`src/rtl/ddr2_rd_fifo_ctrl_pkg.sv`:
```
// Shared constants for the DDR2 read-data FIFO controller.
// Supplies the default word width via `MEMORY_WIDTH when the parent has not defined it.
`ifndef MEMORY_WIDTH
`define MEMORY_WIDTH 16
`endif

package ddr2_rd_fifo_ctrl_pkg;

  localparam int unsigned FifoDepth   = 16;
  localparam int unsigned PtrWidth    = 5;
  localparam int unsigned AddrWidth   = PtrWidth - 1;
  localparam int unsigned CountWidth  = 5;
  localparam int unsigned MemoryWidth = `MEMORY_WIDTH;

  typedef logic [PtrWidth-1:0]   ptr_t;
  typedef logic [CountWidth-1:0] count_t;

  function automatic ptr_t ptr_inc(ptr_t p);
    return p + ptr_t'(1);
  endfunction

endpackage

```
`src/rtl/ddr2_rd_fifo_ctrl_if.sv`:
```
// Capture, RAM and user-read signals of the read-data FIFO controller.
// master is the controller side; slave is the surrounding datapath.
interface ddr2_rd_fifo_ctrl_if
  import ddr2_rd_fifo_ctrl_pkg::*;
#(
  parameter int unsigned DATA_WIDTH = MemoryWidth
);

  logic                  wr_en;
  logic [DATA_WIDTH-1:0] wr_data;
  logic                  ram_we;
  logic [DATA_WIDTH-1:0] ram_d;
  logic [AddrWidth-1:0]  ram_a;
  logic [AddrWidth-1:0]  ram_dpra;
  logic [DATA_WIDTH-1:0] ram_dpo;
  logic                  rd_valid;
  logic                  rd_ready;
  logic [DATA_WIDTH-1:0] rd_data;
  count_t                count;
  logic                  full;
  logic                  afull;
  logic                  empty;
  logic                  ovf_err;

  modport master (
    input  wr_en, wr_data, ram_dpo, rd_ready,
    output ram_we, ram_d, ram_a, ram_dpra, rd_valid, rd_data, count, full, afull, empty,
           ovf_err
  );

  modport slave (
    output wr_en, wr_data, ram_dpo, rd_ready,
    input  ram_we, ram_d, ram_a, ram_dpra, rd_valid, rd_data, count, full, afull, empty,
           ovf_err
  );

endinterface

```
`src/rtl/ddr2_rd_fifo_out_reg.sv`:
```
// Registered valid/ready output stage fed from the RAM's asynchronous read port.
// A word is loaded whenever the RAM holds data and the stage is empty or being drained.
module ddr2_rd_fifo_out_reg #(
  parameter int unsigned DATA_WIDTH = 16
) (
  input  logic                  clk,
  input  logic                  rst_n,
  input  logic                  avail,
  input  logic [DATA_WIDTH-1:0] dpo,
  input  logic                  rd_ready,
  output logic                  load,
  output logic                  rd_valid,
  output logic [DATA_WIDTH-1:0] rd_data
);

  logic                  valid_q, valid_d;
  logic [DATA_WIDTH-1:0] data_q, data_d;

  assign load = avail & (~valid_q | rd_ready);

  always_comb begin
    valid_d = valid_q;
    data_d  = data_q;
    if (load) begin
      valid_d = 1'b1;
      data_d  = dpo;
    end else if (rd_ready && valid_q) begin
      valid_d = 1'b0;
    end
  end

  always_ff @(posedge clk or negedge rst_n) begin
    if (!rst_n) begin
      valid_q <= 1'b0;
      data_q  <= '0;
    end else begin
      valid_q <= valid_d;
      data_q  <= data_d;
    end
  end

  assign rd_valid = valid_q;
  assign rd_data  = data_q;

endmodule

```
`src/rtl/ddr2_rd_fifo_ctrl.sv`:
```
// Pointer/occupancy control for the 16-deep distributed-RAM read-data FIFO.
// Define DDR2_RD_FIFO_OVF_FLAG_EN to build the sticky overflow flag and drop reporting.
module ddr2_rd_fifo_ctrl
  import ddr2_rd_fifo_ctrl_pkg::*;
#(
  parameter int unsigned DATA_WIDTH   = MemoryWidth,
  parameter int unsigned AFULL_THRESH = 12
) (
  input logic                 wclk,
  input logic                 wrst_n,
  ddr2_rd_fifo_ctrl_if.master bus
);

  ptr_t   wptr_q, wptr_d;
  ptr_t   rptr_q, rptr_d;
  count_t count_q, count_d;
  logic   full;
  logic   wr_acc;
  logic   load;
  logic   rd_valid;

  assign full   = (count_q == count_t'(FifoDepth));
  // Reset also gates the RAM write so toggling wr_en during reset never touches the array.
  assign wr_acc = bus.wr_en & ~full & wrst_n;

  assign bus.ram_we   = wr_acc;
  assign bus.ram_d    = bus.wr_data;
  assign bus.ram_a    = wptr_q[AddrWidth-1:0];
  assign bus.ram_dpra = rptr_q[AddrWidth-1:0];

  // Load is gated on registered count, so the slot being written is never read this cycle.
  ddr2_rd_fifo_out_reg #(
    .DATA_WIDTH (DATA_WIDTH)
  ) u_out_reg (
    .clk      (wclk),
    .rst_n    (wrst_n),
    .avail    (count_q != '0),
    .dpo      (bus.ram_dpo),
    .rd_ready (bus.rd_ready),
    .load     (load),
    .rd_valid (rd_valid),
    .rd_data  (bus.rd_data)
  );

  always_comb begin
    wptr_d  = wptr_q;
    rptr_d  = rptr_q;
    count_d = count_q;
    if (wr_acc) wptr_d = ptr_inc(wptr_q);
    if (load)   rptr_d = ptr_inc(rptr_q);
    case ({wr_acc, load})
      2'b10:   count_d = count_q + count_t'(1);
      2'b01:   count_d = count_q - count_t'(1);
      default: count_d = count_q;
    endcase
  end

  always_ff @(posedge wclk or negedge wrst_n) begin
    if (!wrst_n) begin
      wptr_q  <= '0;
      rptr_q  <= '0;
      count_q <= '0;
    end else begin
      wptr_q  <= wptr_d;
      rptr_q  <= rptr_d;
      count_q <= count_d;
    end
  end

  assign bus.rd_valid = rd_valid;
  assign bus.count    = count_q;
  assign bus.full     = full;
  assign bus.afull    = (count_q >= count_t'(AFULL_THRESH));
  assign bus.empty    = (count_q == '0) & ~rd_valid;

`ifdef DDR2_RD_FIFO_OVF_FLAG_EN
  logic ovf_q;

  always_ff @(posedge wclk or negedge wrst_n) begin
    if (!wrst_n) begin
      ovf_q <= 1'b0;
    end else if (bus.wr_en && full) begin
      ovf_q <= 1'b1;
    end
  end

  assign bus.ovf_err = ovf_q;

  drop_report: assert property (@(posedge wclk) disable iff (!wrst_n) !(bus.wr_en && full))
    else $warning("ddr2_rd_fifo_ctrl: write while full, word %h dropped", bus.wr_data);
`else
  assign bus.ovf_err = 1'b0;
`endif

endmodule

```
`src/flat_wrapper.sv`:
```
// flat-port wrapper written by rule: the top's interface ports become plain ports
module ddr2_rd_fifo_ctrl_flat import ddr2_rd_fifo_ctrl_pkg::*;
#(
  parameter int unsigned DATA_WIDTH   = MemoryWidth,
  parameter int unsigned AFULL_THRESH = 12
)
  (wclk, wrst_n, bus_wr_en, bus_wr_data, bus_ram_dpo, bus_rd_ready, bus_ram_we, bus_ram_d, bus_ram_a, bus_ram_dpra, bus_rd_valid, bus_rd_data, bus_count, bus_full, bus_afull, bus_empty, bus_ovf_err);
  ddr2_rd_fifo_ctrl_if #(.DATA_WIDTH(DATA_WIDTH)) bus_i ();
  input logic wclk;
  input logic wrst_n;
  input wire logic [$bits(bus_i.wr_en)-1:0] bus_wr_en;
  input wire logic [$bits(bus_i.wr_data)-1:0] bus_wr_data;
  input wire logic [$bits(bus_i.ram_dpo)-1:0] bus_ram_dpo;
  input wire logic [$bits(bus_i.rd_ready)-1:0] bus_rd_ready;
  output wire logic [$bits(bus_i.ram_we)-1:0] bus_ram_we;
  output wire logic [$bits(bus_i.ram_d)-1:0] bus_ram_d;
  output wire logic [$bits(bus_i.ram_a)-1:0] bus_ram_a;
  output wire logic [$bits(bus_i.ram_dpra)-1:0] bus_ram_dpra;
  output wire logic [$bits(bus_i.rd_valid)-1:0] bus_rd_valid;
  output wire logic [$bits(bus_i.rd_data)-1:0] bus_rd_data;
  output wire logic [$bits(bus_i.count)-1:0] bus_count;
  output wire logic [$bits(bus_i.full)-1:0] bus_full;
  output wire logic [$bits(bus_i.afull)-1:0] bus_afull;
  output wire logic [$bits(bus_i.empty)-1:0] bus_empty;
  output wire logic [$bits(bus_i.ovf_err)-1:0] bus_ovf_err;
  assign bus_i.wr_en = bus_wr_en;
  assign bus_i.wr_data = bus_wr_data;
  assign bus_i.ram_dpo = bus_ram_dpo;
  assign bus_i.rd_ready = bus_rd_ready;
  assign bus_ram_we = bus_i.ram_we;
  assign bus_ram_d = bus_i.ram_d;
  assign bus_ram_a = bus_i.ram_a;
  assign bus_ram_dpra = bus_i.ram_dpra;
  assign bus_rd_valid = bus_i.rd_valid;
  assign bus_rd_data = bus_i.rd_data;
  assign bus_count = bus_i.count;
  assign bus_full = bus_i.full;
  assign bus_afull = bus_i.afull;
  assign bus_empty = bus_i.empty;
  assign bus_ovf_err = bus_i.ovf_err;
  ddr2_rd_fifo_ctrl #(.DATA_WIDTH(DATA_WIDTH), .AFULL_THRESH(AFULL_THRESH)) u_core (.wclk(wclk), .wrst_n(wrst_n), .bus(bus_i));
endmodule
```
`config.mk`:
```
export PLATFORM = sky130hd
export DESIGN_NAME = ddr2_rd_fifo_ctrl_flat
export DESIGN_NICKNAME = d
export VERILOG_FILES = /design/src/rtl/ddr2_rd_fifo_ctrl_pkg.sv /design/src/rtl/ddr2_rd_fifo_ctrl_if.sv /design/src/rtl/ddr2_rd_fifo_out_reg.sv /design/src/rtl/ddr2_rd_fifo_ctrl.sv /design/src/flat_wrapper.sv
export SDC_FILE = /design/constraint.sdc
export NUM_CORES = 1
export LEC_CHECK = 0
export BUFFER_PORTS_ARGS = -buffer_cell sky130_fd_sc_hd__buf_4
export CAP_MARGIN = 20
export CORE_MARGIN = 3
export CORE_UTILIZATION = 44
export DETAILED_ROUTE_END_ITERATION = 10
export GPL_TIMING_DRIVEN = 0
export PLACE_DENSITY = 0.83
export REMOVE_ABC_BUFFERS = 1
export SLEW_MARGIN = 20
export SYNTH_ARGS = -nofsm -noshare
export SYNTH_HDL_FRONTEND = slang
export SYNTH_HIERARCHICAL = 1
export SYNTH_SLANG_ARGS = --single-unit
```
`constraint.sdc`:
```
create_clock -name wclk -period 3.4 [get_ports wclk]
set_input_delay 0.34 -clock wclk [delete_from_list [all_inputs] [get_ports wclk]]
set_output_delay 0.34 -clock wclk [all_outputs]
set_load 0.05 [all_outputs]
```
==> results of run 1 <==
[flip-flops by register name, summed over array words and instances (netlist names)]
register and cells:
u_core/bus.count 5, u_core/rptr_q 4, u_core/u_out_reg/rd_data 16, u_core/u_out_reg/rd_valid 1, u_core/wptr_q 4
[per-stage QoR]
step / util [%] / power, mW / instance area, um^2
final: 58.9 / 2.18 / 2010
after global routing: 58.9 / 2.32 / 2010
after CTS: 57.4 / 2.16 / 1960
after detailed placement: 55.7 / 1.97 / 1900
after global placement: 55.7 / 1.92 / 1900
after floorplan: - / 1.58 / 1450
[logic make-up after synthesis]
family | after synthesis | synth area share [%]
AO/OA/AOI/OAI | 13 | 5.39
XOR/XNOR | 8 | 4.37
adder cells (fa/ha/maj) | 7 | 5.93
buffers and inverters | 24 | 10.6
flip-flops | 30 | 46.8
multiplexers | 20 | 16.2
other | 1 | 0.234
AND/OR/NAND/NOR | 23 | 10.5
[report_power, final]
group	switching [mW]	internal [mW]	total, mW
Sequential	0.152	0.502	0.654
Combinational	0.841	0.493	1.33
Clock	0.116	0.0741	0.190
Total	1.11	1.07	2.18
[repair_timing]
action / 4_1_cts / 5_1_grt
hold buffers: 1 / 0
setup endpoints to repair: 0 / 1
setup buffers: 0 / 7
hold endpoints to repair: 30 / 0
[per-layer routing]
metal / GRT usage (%) / vias to the layer above / routed length [um]
li1: - / 516 / -
met1: 20.1 / 523 / 1410
met2: 21.9 / 70 / 1540
met3: 9.01 / 3 / 422
met4: 6.09 / 0 / 19
met5: 4.17 / - / 0
[layout make-up]
type / count / share of cell area (%)
Multi-Input combinational cell: 72 / 33.9
Clock inverter: 2 / 0.497
Sequential cell: 30 / 37.3
Timing Repair Buffer: 61 / 22.9
Clock buffer: 5 / 1.86
Inverter: 4 / 0.746
Tap cell: 46 / 2.86
[worst max-delay path by stage]
stage | end | cells past startpoint | slack, ns
floorplan | u_core/bus.count[4]$_DFFE_PN0P_ | 8 | 0.20
global placement | u_core/bus.count[4]$_DFFE_PN0P_ | 9 | 0.19
detailed placement | u_core/bus.count[4]$_DFFE_PN0P_ | 9 | 0.09
CTS | u_core/bus.count[4]$_DFFE_PN0P_ | 9 | 0.08
global route | u_core/bus.count[4]$_DFFE_PN0P_ | 9 | 0.01
finish | u_core/bus.count[4]$_DFFE_PN0P_ | 10 | 0.24
[Yosys cell counts, types with 2 or more instances]
cell type	n	share of area [%]
dfrtp_1	30	47
buf_4	17	8.0
mux2_2	11	7.7
mux2_4	9	8.4
ha_1	6	4.7
a21oi_1	5	1.6
nand3_1	5	1.6
nor3b_1	5	2.3
inv_1	4	0.94
xnor2_1	4	2.2
xor2_1	4	2.2
nand2_1	3	0.70
o21ai_0	2	0.62
[worst max-delay path, cell delays in order]
cell           delay (ns)
dlygate4sd3_1        0.53
buf_4                0.36
nand2_1              0.14
a21oi_2              0.25
inv_1                0.07
ha_1                 0.32
ha_1                 0.40
or4b_2               0.65
o311ai_0             0.14
o211ai_1             0.14
==> impl_metrics.yaml, run 1 <==
drt:
  via_count: 1112
  firstDrtPassIters: 4
  antenna_left: 0
  wire_per_inst_um: 15.4
  drt_iter0_markers: 24
  viasPerCell: 5.05
  drt_wl_total_mm: 3.39
  drcViolationCount: 0
sta:
  fin_skew_ns: 0.00813
  rsz0062_at_grt: "false"
  finalCritPeriodShare_pct: 93.1
  timing.final.hold_violations: 0
  finalCriticalPeriod_ns: 3.16
  slew_violations: 0
  fmax_mhz: 316
  fin_setup_tns_ns: 0
  setup_violations: 0
  hold_ws_ns: 0.240
  fin_ws_ns: 0.236
logic_synthesis:
  netlist_area_mm2: 0.00160
  synth.avg_cell_area_um2: 12.7
  async_reset_ff_share_pct: 100
  ys_seq_elements: 30
  synth-edff-count: 0
  synth_cell_types: 34
  synthCells: 126
  ys.flop_type: "dfrtp_1"
  yosysSeqAreaShare_pct: 46.8
  ys_warn_count: 6
critical_path:
  critical_path.startpoint_type: "input port"
  critPathCaptureType: "flop"
  criticalPathCategory: "in2reg"
  critPathArrivalTime_ns: 3.35
  cp.required_ns: 3.59
  rrSetupSlack_ns: 0.26
  r2r_start: "u_core/bus.count[0]$_DFFE_PN0P_"
  rr_endpoint: "u_core/bus.count[4]$_DFFE_PN0P_"
  crit_path_start: "wrst_n"
  worstPathMaxFanout: 32
  ff2ff_path_depth: 9
layout:
  syn_to_final_growth_pct: 25.6
  final_cell_mix: "buf_4, dfrtp_1, mux2_2, mux2_4, ha_1"
  final_nets: 217
  finalNonFillerCells: 220
  drive_above_1_share_pct: 52.9
  final_common_cell: "buf_4"
  fillers: 302
  seq_area_um2: 751
  n_antenna_cell: 0
  multi_input_area_um2: 682
global_routing:
  grt.overflow.total: 0
  antenna_found_initial: 0
  grt_max_degree: 33
  track_usage_pct: 15.9
  grt_pass1_vias: 1069
  grt_pass1_wl_mm: 5.11
clocking:
  clockBufferDepth: 2
  cts.repair.resized: 0
  cts_tree: "built"
  clock-sinks: 30
  root_buffer: "clkbuf_4"
  htreeDepth: 2
  cts_buffers: 5
  worstSkewPairLatency_ns: 0.32
  clkSlewWorstSetupHoldPaths_ns: 0.09
placed_design:
  place_inst: 205
  post-dp-hpwl_mm: 2.47
  dpl_worst_slack_ns: 0.0885
  port_buffers: 53
  gp_congestion: 0.697
floorplanning:
  io_pins: 87
  die_area_mm2: 0.00440
  die_w_um: 66.4
  dieHeight_um: 66.4
  core_mm2: 0.00342
  start_util_pct: 46.9
  rows: 21
hold_path:
  whs_endpoint: "u_core/u_out_reg/rd_data[5]$_DFFE_PN0P_"
  hold_start: "bus_ram_dpo[5]"
  min_path_cells: 2
  hold_path_class: "in2reg"
outcome:
  status: "finished clean"
pwr:
  p_leak_nw: 0.968
  irDropWorstVdd_mv: 0.564
  powerDensity_mw_per_mm2: 1080
flow_run:
  drv_cap: 0
(Power assumes the default switching activity.)
==> run 2, diff against run 1 <==
Settings changed: CTS_BUF_LIST set to sky130_fd_sc_hd__clkbuf_16.
==> run 2 against run 1 <==
The flow now finishes with violations (hold timing). Non-clock buffer count decreased by 1. Combinational power barely moved. Via count increased by 0.36%. Routed wire length up 1.7%. Sequential power hardly changed. Die area is the same. Power is 9.9% higher. Sequential share of layout area down 1.4 points. Hold slack got worse by 0.25 ns. Clock skew is 0.0025 ns lower. Design area increased by 3.9%. Critical path type is now reg2reg.
==> impl_metrics.yaml, run 2 (synthesis gave the netlist of run 1 again) <==
placed_design:
  dpl_worst_slack_ns: 0.0885
  post-dp-hpwl_mm: 2.47
  port_buffers: 53
  gp_congestion: 0.697
  detailed_place.area_mm2: 0.00190
outcome:
  status: "finished with violations"
  violations: "hold timing"
pwr:
  pwr-share-clk_pct: 16.7
  p_leak_nw: 1.00
  powerDensity_mw_per_mm2: 1140
  p_sw_share_pct: 47.4
  power_frac_seq_pct: 27.4
  irDropWorstVdd_mv: 0.583
  internal_power_mw: 1.26
  finalPower_mw: 2.39
  p_switching_mw: 1.13
  comb_power_share_pct: 55.8
sta:
  hold_ws_ns: -0.00532
  fin_ws_ns: 0.257
  finalCriticalPeriod_ns: 3.14
  setup_violations: 0
  slew_violations: 0
  rsz0062_at_grt: "false"
  fmax_mhz: 318
  fin_setup_tns_ns: 0
  timing.final.hold_violations: 8
  finalCritPeriodShare_pct: 92.4
  fin_skew_ns: 0.00566
clocking:
  root_buffer: "clkbuf_16"
  clockBufferDepth: 2
  clkSlewWorstSetupHoldPaths_ns: 0.05
  htreeDepth: 2
  cts_tree: "built"
  clock-sinks: 30
  worstSkewPairLatency_ns: 0.27
  cts.repair.resized: 0
  cts_buffers: 5
critical_path:
  critical_path.startpoint_type: "flop"
  rrSetupSlack_ns: 0.26
  worstPathMaxFanout: 10
  critPathCaptureType: "flop"
  cp.required_ns: 3.53
  critPathArrivalTime_ns: 3.27
  criticalPathCategory: "reg2reg"
flow_run:
  drv_cap: 0
global_routing:
  grt_max_degree: 33
  grt_pass1_wl_mm: 5.21
  grt_pass1_vias: 1084
  antenna_found_initial: 0
  track_usage_pct: 16.3
  grt.overflow.total: 0
floorplanning:
  die_area_mm2: 0.00440
  dieHeight_um: 66.4
  core_mm2: 0.00342
  io_pins: 87
  rows: 21
  start_util_pct: 46.9
  die_w_um: 66.4
layout:
  final_area_mm2: 0.00209
  final_common_cell: "buf_4"
  largest_register_ffs: 16
  fillers: 294
  final_nets: 216
  syn_to_final_growth_pct: 30.4
  drive_above_1_share_pct: 53.2
  final_cell_mix: "buf_4, dfrtp_1, mux2_2, mux2_4, ha_1"
  n_antenna_cell: 0
drt:
  via_count: 1116
  viasPerCell: 5.10
  wire_per_inst_um: 15.7
  drt_wl_total_mm: 3.45
  firstDrtPassIters: 4
  drcViolationCount: 0
  drt_iter0_markers: 54
  antenna_left: 0
hold_path:
  hold_path_class: "in2async"
## run 2: cell count changes in the layout (fill, tap and decap cells not counted)
cell | previous run | this run
clkbuf_4 | 5 | 0
clkbuf_16 | 0 | 5
dlygate4sd3_1 | 1 | 0
## run 2: path summary, 6_finish.rpt
check | from | cells after the start | to
setup / recovery | u_core/bus.count[2]$_DFFE_PN0P_ | 9 | u_core/bus.count[4]$_DFFE_PN0P_
hold / removal | wrst_n | 1 | u_core/u_out_reg/rd_data[8]$_DFFE_PN0P_
setup reg to reg | u_core/bus.count[2]$_DFFE_PN0P_ | 9 | u_core/bus.count[4]$_DFFE_PN0P_
hold reg to reg | u_core/wptr_q[3]$_DFFE_PN0P_ | 1 | u_core/wptr_q[3]$_DFFE_PN0P_
max in group asynchronous | wrst_n | 1 | u_core/u_out_reg/rd_valid$_DFFE_PN0P_
min in group wclk | bus_ram_dpo[1] | 2 | u_core/u_out_reg/rd_data[1]$_DFFE_PN0P_
## run 2: area by class of cell
| class | count | area (um^2) | area share (%) |
|---|---|---|---|
| flip-flops and latches | 30 | 751 | 35.9 |
| multi-input cells | 72 | 682 | 32.6 |
| repair buffers | 60 | 450 | 21.5 |
| clock buffers | 5 | 125 | 5.98 |
| well taps | 46 | 57.6 | 2.75 |
| inverters | 4 | 15.0 | 0.718 |
| clock inverters | 2 | 10.0 | 0.479 |
## run 2: metal layers
metal  up-vias  track usage (%)  share of wire, %
met4         0             5.33              0.38
met2        71             22.7                46
li1        513                -                 -
met5         -             4.17                 0
met3         2             9.52                13
met1       530             20.6                41
## run 2: power groups by stage
stage               Combinational [mW]  Sequential, mW  Clock [mW]
finish                            1.34           0.657       0.401
global placement                  1.27           0.649           0
global route                      1.42           0.684       0.426
floorplan                        0.444            1.14           0
detailed placement                1.30           0.664           0
CTS                               1.31           0.659       0.407
## run 2: worst max-delay path, stage by stage (launching register included)
cell	delay (ns)
dfrtp_1	0.46
nor4_4	0.40
nand2b_1	0.18
nand2_4	0.17
inv_1	0.13
ha_1	0.33
ha_1	0.40
or4b_2	0.65
o311ai_0	0.15
o211ai_1	0.14
## run 2: repair_timing
item / CTS / global route
hold buffers: 0 / 0
setup buffers: 0 / 7
endpoints found under the hold margin: 0 / 0
setup endpoints to repair: 0 / 1
## run 2: through the flow
stage / cells / util (%)
6_report: 219 / 61.2
5_1_grt: 219 / 61.2
4_1_cts: 212 / 59.7
3_5_place_dp: 205 / 55.7
3_3_place_gp: 205 / 55.7
2_1_floorplan: 106 / -
